==> config.mk <==
export PLATFORM = sky130hd
export DESIGN_NAME = mips_multicycle_ctrl
export DESIGN_NICKNAME = d
export VERILOG_FILES = /design/src/rtl/mips_ctrl_pkg.sv /design/src/rtl/mips_alu_decode.sv /design/src/rtl/mips_multicycle_ctrl.sv
export SDC_FILE = /design/constraint.sdc
export NUM_CORES = 1
export LEC_CHECK = 0
export ABC_CLOCK_PERIOD_IN_PS = 3450
export CORE_MARGIN = 10
export CORE_UTILIZATION = 50
export CTS_BUF_LIST = sky130_fd_sc_hd__clkbuf_4
export DETAILED_ROUTE_END_ITERATION = 8
export PLACE_DENSITY_LB_ADDON = 0.25
export SETUP_SLACK_MARGIN = 0.4
export SLEW_MARGIN = 20
export SYNTH_ARGS = -nofsm -noshare
export SYNTH_HDL_FRONTEND = slang
export SYNTH_SLANG_ARGS = --single-unit
export TNS_END_PERCENT = 50
==> constraint.sdc <==
create_clock -name clk -period 3.45 [get_ports clk]
set_input_delay 0.69 -clock clk [delete_from_list [all_inputs] [get_ports clk]]
set_output_delay 0.69 -clock clk [all_outputs]
set_load 0.02 [all_outputs]
==> src/rtl/mips_ctrl_pkg.sv <==
// Shared definitions for the multicycle MIPS controller: FSM states, ALU decode classes,
// opcode/funct encodings and the ALU operation codes also used by the ALU itself.
package mips_ctrl_pkg;

   typedef enum logic [3:0] {
      S_RESET, S_FETCH, S_DECODE, S_MEMADR, S_MEMRD, S_MEMWB, S_MEMWR,
      S_EXEC_R, S_RTYPE_WB, S_EXEC_I, S_ITYPE_WB, S_BRANCH, S_JUMP
   } state_t;

   // Which part of the instruction the ALU code is derived from in a given state
   typedef enum logic [2:0] {
      CLS_NONE, CLS_ADD, CLS_R, CLS_I, CLS_BR, CLS_JMP
   } alu_cls_t;

   localparam logic [5:0] OP_RTYPE = 6'h00;
   localparam logic [5:0] OP_LW    = 6'h23;
   localparam logic [5:0] OP_SW    = 6'h2B;
   localparam logic [5:0] OP_ADDI  = 6'h08;
   localparam logic [5:0] OP_IMUL  = 6'h1C;
   localparam logic [5:0] OP_DIVI  = 6'h1A;
   localparam logic [5:0] OP_BEQ   = 6'h04;
   localparam logic [5:0] OP_BNE   = 6'h05;
   localparam logic [5:0] OP_BLE   = 6'h06;
   localparam logic [5:0] OP_BGT   = 6'h07;
   localparam logic [5:0] OP_BLT   = 6'h14;
   localparam logic [5:0] OP_BGE   = 6'h15;
   localparam logic [5:0] OP_J     = 6'h02;

   localparam logic [5:0] FN_ADD = 6'h20;
   localparam logic [5:0] FN_SUB = 6'h22;
   localparam logic [5:0] FN_AND = 6'h24;
   localparam logic [5:0] FN_OR  = 6'h25;
   localparam logic [5:0] FN_NOT = 6'h27;
   localparam logic [5:0] FN_SLT = 6'h2A;
   localparam logic [5:0] FN_SLL = 6'h00;
   localparam logic [5:0] FN_SRL = 6'h02;
   localparam logic [5:0] FN_SRA = 6'h03;

   localparam logic [4:0] ALU_ADD  = 5'd0;
   localparam logic [4:0] ALU_SUB  = 5'd1;
   localparam logic [4:0] ALU_NOT  = 5'd2;
   localparam logic [4:0] ALU_SLL  = 5'd3;
   localparam logic [4:0] ALU_SRL  = 5'd4;
   localparam logic [4:0] ALU_AND  = 5'd5;
   localparam logic [4:0] ALU_OR   = 5'd6;
   localparam logic [4:0] ALU_SLT  = 5'd7;
   localparam logic [4:0] ALU_BEQ  = 5'd8;
   localparam logic [4:0] ALU_BNE  = 5'd9;
   localparam logic [4:0] ALU_BGT  = 5'd10;
   localparam logic [4:0] ALU_BGE  = 5'd11;
   localparam logic [4:0] ALU_BLT  = 5'd12;
   localparam logic [4:0] ALU_BLE  = 5'd13;
   localparam logic [4:0] ALU_JUMP = 5'd14;
   localparam logic [4:0] ALU_IMUL = 5'd15;
   localparam logic [4:0] ALU_DIVI = 5'd16;
   localparam logic [4:0] ALU_SRA  = 5'd17;

   function automatic logic is_muldiv(input logic [5:0] op);
      return (op == OP_IMUL) || (op == OP_DIVI);
   endfunction

endpackage

==> src/rtl/mips_alu_decode.sv <==
// Combinational ALU operation decode: maps the controller's ALU class plus op/funct
// to the 5-bit ALU code, flagging encodings that have no defined operation.
module mips_alu_decode
   import mips_ctrl_pkg::*;
(
   input  alu_cls_t    i_cls,
   input  logic [5:0]  i_op,
   input  logic [5:0]  i_funct,
   output logic [4:0]  o_alu_cnt,
   output logic        o_valid
);

   always_comb begin
      o_alu_cnt = ALU_ADD;
      o_valid   = 1'b0;
      case (i_cls)
         CLS_ADD: o_valid = 1'b1;
         CLS_JMP: begin
            o_alu_cnt = ALU_JUMP;
            o_valid   = 1'b1;
         end
         CLS_R: begin
            o_valid = 1'b1;
            case (i_funct)
               FN_ADD:  o_alu_cnt = ALU_ADD;
               FN_SUB:  o_alu_cnt = ALU_SUB;
               FN_AND:  o_alu_cnt = ALU_AND;
               FN_OR:   o_alu_cnt = ALU_OR;
               FN_NOT:  o_alu_cnt = ALU_NOT;
               FN_SLT:  o_alu_cnt = ALU_SLT;
               FN_SLL:  o_alu_cnt = ALU_SLL;
               FN_SRL:  o_alu_cnt = ALU_SRL;
               FN_SRA:  o_alu_cnt = ALU_SRA;
               default: o_valid   = 1'b0;
            endcase
         end
         CLS_I: begin
            o_valid = 1'b1;
            case (i_op)
               OP_ADDI: o_alu_cnt = ALU_ADD;
               OP_IMUL: o_alu_cnt = ALU_IMUL;
               OP_DIVI: o_alu_cnt = ALU_DIVI;
               default: o_valid   = 1'b0;
            endcase
         end
         CLS_BR: begin
            o_valid = 1'b1;
            case (i_op)
               OP_BEQ:  o_alu_cnt = ALU_BEQ;
               OP_BNE:  o_alu_cnt = ALU_BNE;
               OP_BLE:  o_alu_cnt = ALU_BLE;
               OP_BGT:  o_alu_cnt = ALU_BGT;
               OP_BLT:  o_alu_cnt = ALU_BLT;
               OP_BGE:  o_alu_cnt = ALU_BGE;
               default: o_valid   = 1'b0;
            endcase
         end
         default: o_valid = 1'b0;
      endcase
   end

endmodule

==> src/rtl/mips_multicycle_ctrl.sv <==
// Main control FSM of the multicycle MIPS datapath: Moore-decoded control lines per state,
// with a down counter stretching EXEC_I for multi-cycle multiply/divide.
module mips_multicycle_ctrl
   import mips_ctrl_pkg::*;
#(
   parameter int MULDIV_CYCLES = 4
) (
   input  logic        clk,
   input  logic        reset,
   input  logic [5:0]  op,
   input  logic [5:0]  funct,
   input  logic        zero,
   output logic        pc_en,
   output logic        iord,
   output logic        mem_write,
   output logic        ir_write,
   output logic        reg_dst,
   output logic        mem_to_reg,
   output logic        reg_write,
   output logic        alu_src_a,
   output logic [1:0]  alu_src_b,
   output logic [1:0]  pc_source,
   output logic [4:0]  alu_cnt,
   output logic        illegal
);

   localparam logic [3:0] MD_LOAD = 4'(MULDIV_CYCLES - 1);

   state_t     r_state;
   state_t     w_next;
   logic [3:0] r_cnt;
   logic [3:0] w_cnt_next;
   alu_cls_t   w_cls;
   logic       w_alu_vld;
   logic       w_pc_write;
   logic       w_branch;

   always_ff @(posedge clk or posedge reset) begin
      if (reset) begin
         r_state <= S_RESET;
         r_cnt   <= 4'd0;
      end else begin
         r_state <= w_next;
         r_cnt   <= w_cnt_next;
      end
   end

   mips_alu_decode u_alu_decode (
      .i_cls     (w_cls),
      .i_op      (op),
      .i_funct   (funct),
      .o_alu_cnt (alu_cnt),
      .o_valid   (w_alu_vld)
   );

   // Branch resolution uses the live zero flag of the comparison the ALU is doing now
   assign pc_en = w_pc_write | (w_branch & zero);

   always_comb begin
      w_next     = r_state;
      w_cnt_next = r_cnt;
      w_cls      = CLS_NONE;
      w_pc_write = 1'b0;
      w_branch   = 1'b0;
      iord       = 1'b0;
      mem_write  = 1'b0;
      ir_write   = 1'b0;
      reg_dst    = 1'b0;
      mem_to_reg = 1'b0;
      reg_write  = 1'b0;
      alu_src_a  = 1'b0;
      alu_src_b  = 2'd0;
      pc_source  = 2'd0;
      illegal    = 1'b0;
      case (r_state)
         S_RESET: w_next = S_FETCH;
         S_FETCH: begin
            ir_write   = 1'b1;
            w_pc_write = 1'b1;
            alu_src_b  = 2'd1;
            w_cls      = CLS_ADD;
            w_next     = S_DECODE;
         end
         S_DECODE: begin
            alu_src_b = 2'd3;
            w_cls     = CLS_ADD;
            case (op)
               OP_LW, OP_SW: w_next = S_MEMADR;
               OP_RTYPE:     w_next = S_EXEC_R;
               OP_ADDI, OP_IMUL, OP_DIVI: begin
                  w_next     = S_EXEC_I;
                  w_cnt_next = is_muldiv(op) ? MD_LOAD : 4'd0;
               end
               OP_BEQ, OP_BNE, OP_BLE, OP_BGT, OP_BLT, OP_BGE: w_next = S_BRANCH;
               OP_J:         w_next = S_JUMP;
               default: begin
                  illegal = 1'b1;
                  w_next  = S_FETCH;
               end
            endcase
         end
         S_MEMADR: begin
            alu_src_a = 1'b1;
            alu_src_b = 2'd2;
            w_cls     = CLS_ADD;
            w_next    = (op == OP_LW) ? S_MEMRD : S_MEMWR;
         end
         S_MEMRD: begin
            iord   = 1'b1;
            w_next = S_MEMWB;
         end
         S_MEMWB: begin
            reg_write  = 1'b1;
            mem_to_reg = 1'b1;
            w_next     = S_FETCH;
         end
         S_MEMWR: begin
            iord      = 1'b1;
            mem_write = 1'b1;
            w_next    = S_FETCH;
         end
         S_EXEC_R: begin
            alu_src_a = 1'b1;
            w_cls     = CLS_R;
            if (w_alu_vld) begin
               w_next = S_RTYPE_WB;
            end else begin
               illegal = 1'b1;
               w_next  = S_FETCH;
            end
         end
         S_RTYPE_WB: begin
            reg_write = 1'b1;
            reg_dst   = 1'b1;
            w_cls     = CLS_R;
            w_next    = S_FETCH;
         end
         S_EXEC_I: begin
            alu_src_a = 1'b1;
            alu_src_b = 2'd2;
            w_cls     = CLS_I;
            if (r_cnt == 4'd0) begin
               w_next = S_ITYPE_WB;
            end else begin
               w_cnt_next = r_cnt - 4'd1;
            end
         end
         S_ITYPE_WB: begin
            reg_write = 1'b1;
            w_cls     = CLS_I;
            w_next    = S_FETCH;
         end
         S_BRANCH: begin
            alu_src_a = 1'b1;
            pc_source = 2'd1;
            w_branch  = 1'b1;
            w_cls     = CLS_BR;
            w_next    = S_FETCH;
         end
         S_JUMP: begin
            pc_source  = 2'd2;
            w_pc_write = 1'b1;
            w_cls      = CLS_JMP;
            w_next     = S_FETCH;
         end
         default: w_next = S_RESET;
      endcase
   end

endmodule

==> summary.md <==
| Metric | Value |
|---|---|
| Result of the run | finished, final reports clean |
| Initial Utilization | 51.57% |
| Library cell used as clock root buffer | sky130_fd_sc_hd__clkbuf_4 |
| Number of detailed-routing iterations run before antenna repair | 4 |
| Fraction of registers with async set or reset after synthesis | 100.0% |
| Syn Std Cell Area | 0.001130 mm² |
| Met3 GRT Util | 4.298% |
| Die height | 67.54 µm |
| Port buffer count | 32 |
| Relative area change from synthesis to final layout | 40.09% |
| Fraction of layout instances using a drive strength above 1 | 15.46% |
| Number of antenna diodes | 0 |
| Drt drc | 0 |
| Number of standard cells after synthesis | 167 |
| Total CTS buffers | 3 |
| Worst setup skew after layout | 0.003595 ns |
| Total area of sequential cells | 200.2 µm² |
| Routed Antenna Nets | 0 |
| Final max-slew violation count | 0 |
| Number of enable flip-flop cells after synthesis | 0 |
| Register bit total from synthesis | 8 |
| CP Launch Type | input port |
| Routability cong. | 0.9001 |
| Layout Nets | 226 |
| Critical path required time | 2.76 ns |
| CTS tree | yes |
| Worst slack on hold paths | 0.5156 ns |
| Post-synth top flop | sky130_fd_sc_hd__dfrtp_1 |
| Met1 Resource Use GR | 16.79% |
| Sum of net half-perimeters after detailed placement | 2714 µm |
| Setup WS pre-CTS | -0.006630 ns |
| Min setup slack post-route | 0.3415 ns |
| Core Box Area | 0.002191 mm² |
| Post-synthesis sequential area ratio | 17.72% |
| Leak pwr | 0.6694 nW |
| Ratio of total power to cell area | 547.8 mW/mm² |
| Setup Crit Path Kind | in2out |
| Standard-cell row count | 17 |
| Vias per cell | 5.834 |
| Post-synth cell types | 48 |
| Min Tclk post-route | 3.108 ns |
| Max-cap violations | 0 |
| Routed wire length | 3415 µm |
| Unrepaired setup endpoints after global routing | true |
| Critical Path AT | 2.42 ns |
| Global routing usage summed across all routing layers | 14.96% |
| Headroom to the max-slew limit | 65.80% |
| Vias after detailed routing | 1371 |
| I/O Pins | 33 |
| Worst hold stages | 1 |
| Buffers from clock root to sink, at most | 2 |
| Count of filler cells inserted in the layout | 193 |
| Iteration-0 DRC Markers | 62 |
| Critical path fanouts, max | 3 |
| Number of warnings issued by yosys | 0 |
| Share of the clock period used by the worst path after layout | 90.10% |
| Met2 track demand over resource in global routing | 26.17% |
| Synthesized net count | 184 |
| Worst IR drop on VDD | 0.0003555 V |
| CTS HTree Levels | 1 |
| Reg clk slew, reported paths | 0.05 ns |
| Global-route layer with the greatest usage | met2 |
| Number of antenna violations at the first check in global routing | 0 |
| Transition at the pin with the smallest max-transition slack | 0.5131 ns |
| Area enclosed by the die boundary | 0.004561 mm² |
| Hold Path Class | reg2reg |
| Die outline width | 67.54 µm |
| Combined area of the multi-input logic cells | 857.1 µm² |
| Clock sinks | 8 |
| Routed len/inst | 14.53 µm |
| Total of hold buffers inserted after clock tree synthesis | 0 |
| Most common library cell in the layout ignoring fill and taps | sky130_fd_sc_hd__clkdlybuf4s50_1 |
| Type of destination of the critical path | primary output |
| Total congestion overflow | 0 |
| Maximum achievable frequency | 321.7 MHz |
| Worst skew pair latency | 0.26 ns |
| Power consumption | 867.1 µW |
| Post-Synthesis Mean Instance Area | 6.765 µm² |
| Worst r2r path cells | 5 |
| Number of endpoints with negative hold slack in the final report | 0 |
| Count of final setup violators | 0 |
| Pin count of the biggest net entering global routing | 23 |
| Number of global-route vias before repair | 1311 |
| Wire length of the first global-routing pass | 5589 µm |
| Commonest cells after routing, fill and taps aside | sky130_fd_sc_hd__clkdlybuf4s50_1 (25), sky130_fd_sc_hd__nor2_1 (23), sky130_fd_sc_hd__buf_4 (17), sky130_fd_sc_hd__o21ai_0 (15) |
## state kept, by name, indices dropped and copies added, names as in the netlist
name and count:
r_cnt 4, r_state 4
## routing by layer
metal / vias up / share of wire [%]
met2: 49 / 50
li1: 686 / -
met3: 4 / 8.3
met5: - / 0
met1: 632 / 41
met4: 0 / 1.1
## per-stage QoR
stage	util (%)	TNS [ns]	cells	cell area, µm²
final	72.24	0	235	1583
after global routing	72.24	0	235	1583
after CTS	72.02	0	235	1578
after detailed placement	70.42	-0.006630	231	1543
after global placement	70.42	0	231	1543
after floorplan	-	0	167	1130
## power by group
| part | total [mW] | switching, mW | internal, mW |
|---|---|---|---|
| sequential | 0.191 | 0.0585 | 0.133 |
| clock | 0.0756 | 0.0355 | 0.0401 |
| combinational | 0.600 | 0.334 | 0.266 |
| total | 0.867 | 0.428 | 0.439 |
## cell families (layout without fill, tap and decap cells)
logic type      Yosys count  after routing  synth area share (%)
compound gates           43             43                 26.91
xor+xnor                  3              3                 2.326
fa+ha+maj                 2              2                 2.214
buf+inv                  20             60                 8.194
flops                     8              8                 17.72
mux                       1              1                0.8860
simple gates             90             90                 41.75
## final timing paths
check                      startpoint  slack [ns]    endpoint
min                          r_cnt[0]        0.52    r_cnt[0]
max in group asynchronous       reset        2.53    r_cnt[0]
max reg2reg                r_state[0]        1.53    r_cnt[3]
max                          funct[1]        0.34  alu_cnt[0]
min in group asynchronous       reset        0.68  r_state[1]
min reg2reg                  r_cnt[0]        0.52    r_cnt[0]
## synthesized netlist by cell type, types with 2 or more instances
| cell | count | area (µm²) |
|---|---|---|
| sky130_fd_sc_hd__nand2_1 | 12 | 45.04 |
| sky130_fd_sc_hd__buf_2 | 5 | 25.02 |
| sky130_fd_sc_hd__nor3b_1 | 2 | 15.01 |
| sky130_fd_sc_hd__a32oi_1 | 2 | 17.52 |
| sky130_fd_sc_hd__nand3b_1 | 2 | 15.01 |
| sky130_fd_sc_hd__nand4_1 | 2 | 12.51 |
| sky130_fd_sc_hd__a21o_1 | 2 | 15.01 |
| sky130_fd_sc_hd__o21ai_0 | 15 | 75.07 |
| sky130_fd_sc_hd__a221oi_1 | 2 | 17.52 |
| sky130_fd_sc_hd__inv_1 | 8 | 30.03 |
| sky130_fd_sc_hd__ha_1 | 2 | 25.02 |
| sky130_fd_sc_hd__nor3_1 | 11 | 55.05 |
| sky130_fd_sc_hd__nand3_1 | 13 | 65.06 |
| sky130_fd_sc_hd__xnor2_1 | 2 | 17.52 |
| sky130_fd_sc_hd__clkbuf_1 | 4 | 15.01 |
| sky130_fd_sc_hd__nand2b_1 | 6 | 37.54 |
| sky130_fd_sc_hd__and2_1 | 2 | 12.51 |
| sky130_fd_sc_hd__or3_1 | 2 | 12.51 |
| sky130_fd_sc_hd__dfrtp_1 | 8 | 200.2 |
| sky130_fd_sc_hd__o31ai_1 | 3 | 22.52 |
| sky130_fd_sc_hd__nor2b_1 | 7 | 43.79 |
| sky130_fd_sc_hd__a21oi_1 | 6 | 30.03 |
| sky130_fd_sc_hd__nor2_1 | 23 | 86.33 |
| sky130_fd_sc_hd__a211oi_1 | 2 | 15.01 |
## critical path, stage by stage
cell and delay (ns):
sky130_fd_sc_hd__clkdlybuf4s50_1 0.48, sky130_fd_sc_hd__or3b_1 0.38, sky130_fd_sc_hd__a221oi_1 0.29, sky130_fd_sc_hd__o21ai_0 0.12, sky130_fd_sc_hd__o221ai_1 0.09, sky130_fd_sc_hd__dlygate4sd2_1 0.36
## area by class of cell
type | instances | area share [%]
clock buffer | 3 | 1.423
sequential | 8 | 12.65
tap | 28 | 2.213
timing repair buffer | 49 | 27.67
inverter | 8 | 1.897
multi-input combinational | 139 | 54.15
## what timing repair did
item                       4_1_cts  5_1_grt
setup endpoints to repair        6        7
buffers inserted                 1        0
resized for setup               10        8
pin swaps                        1        0
Note: power is estimated with default switching activity, not from simulation.
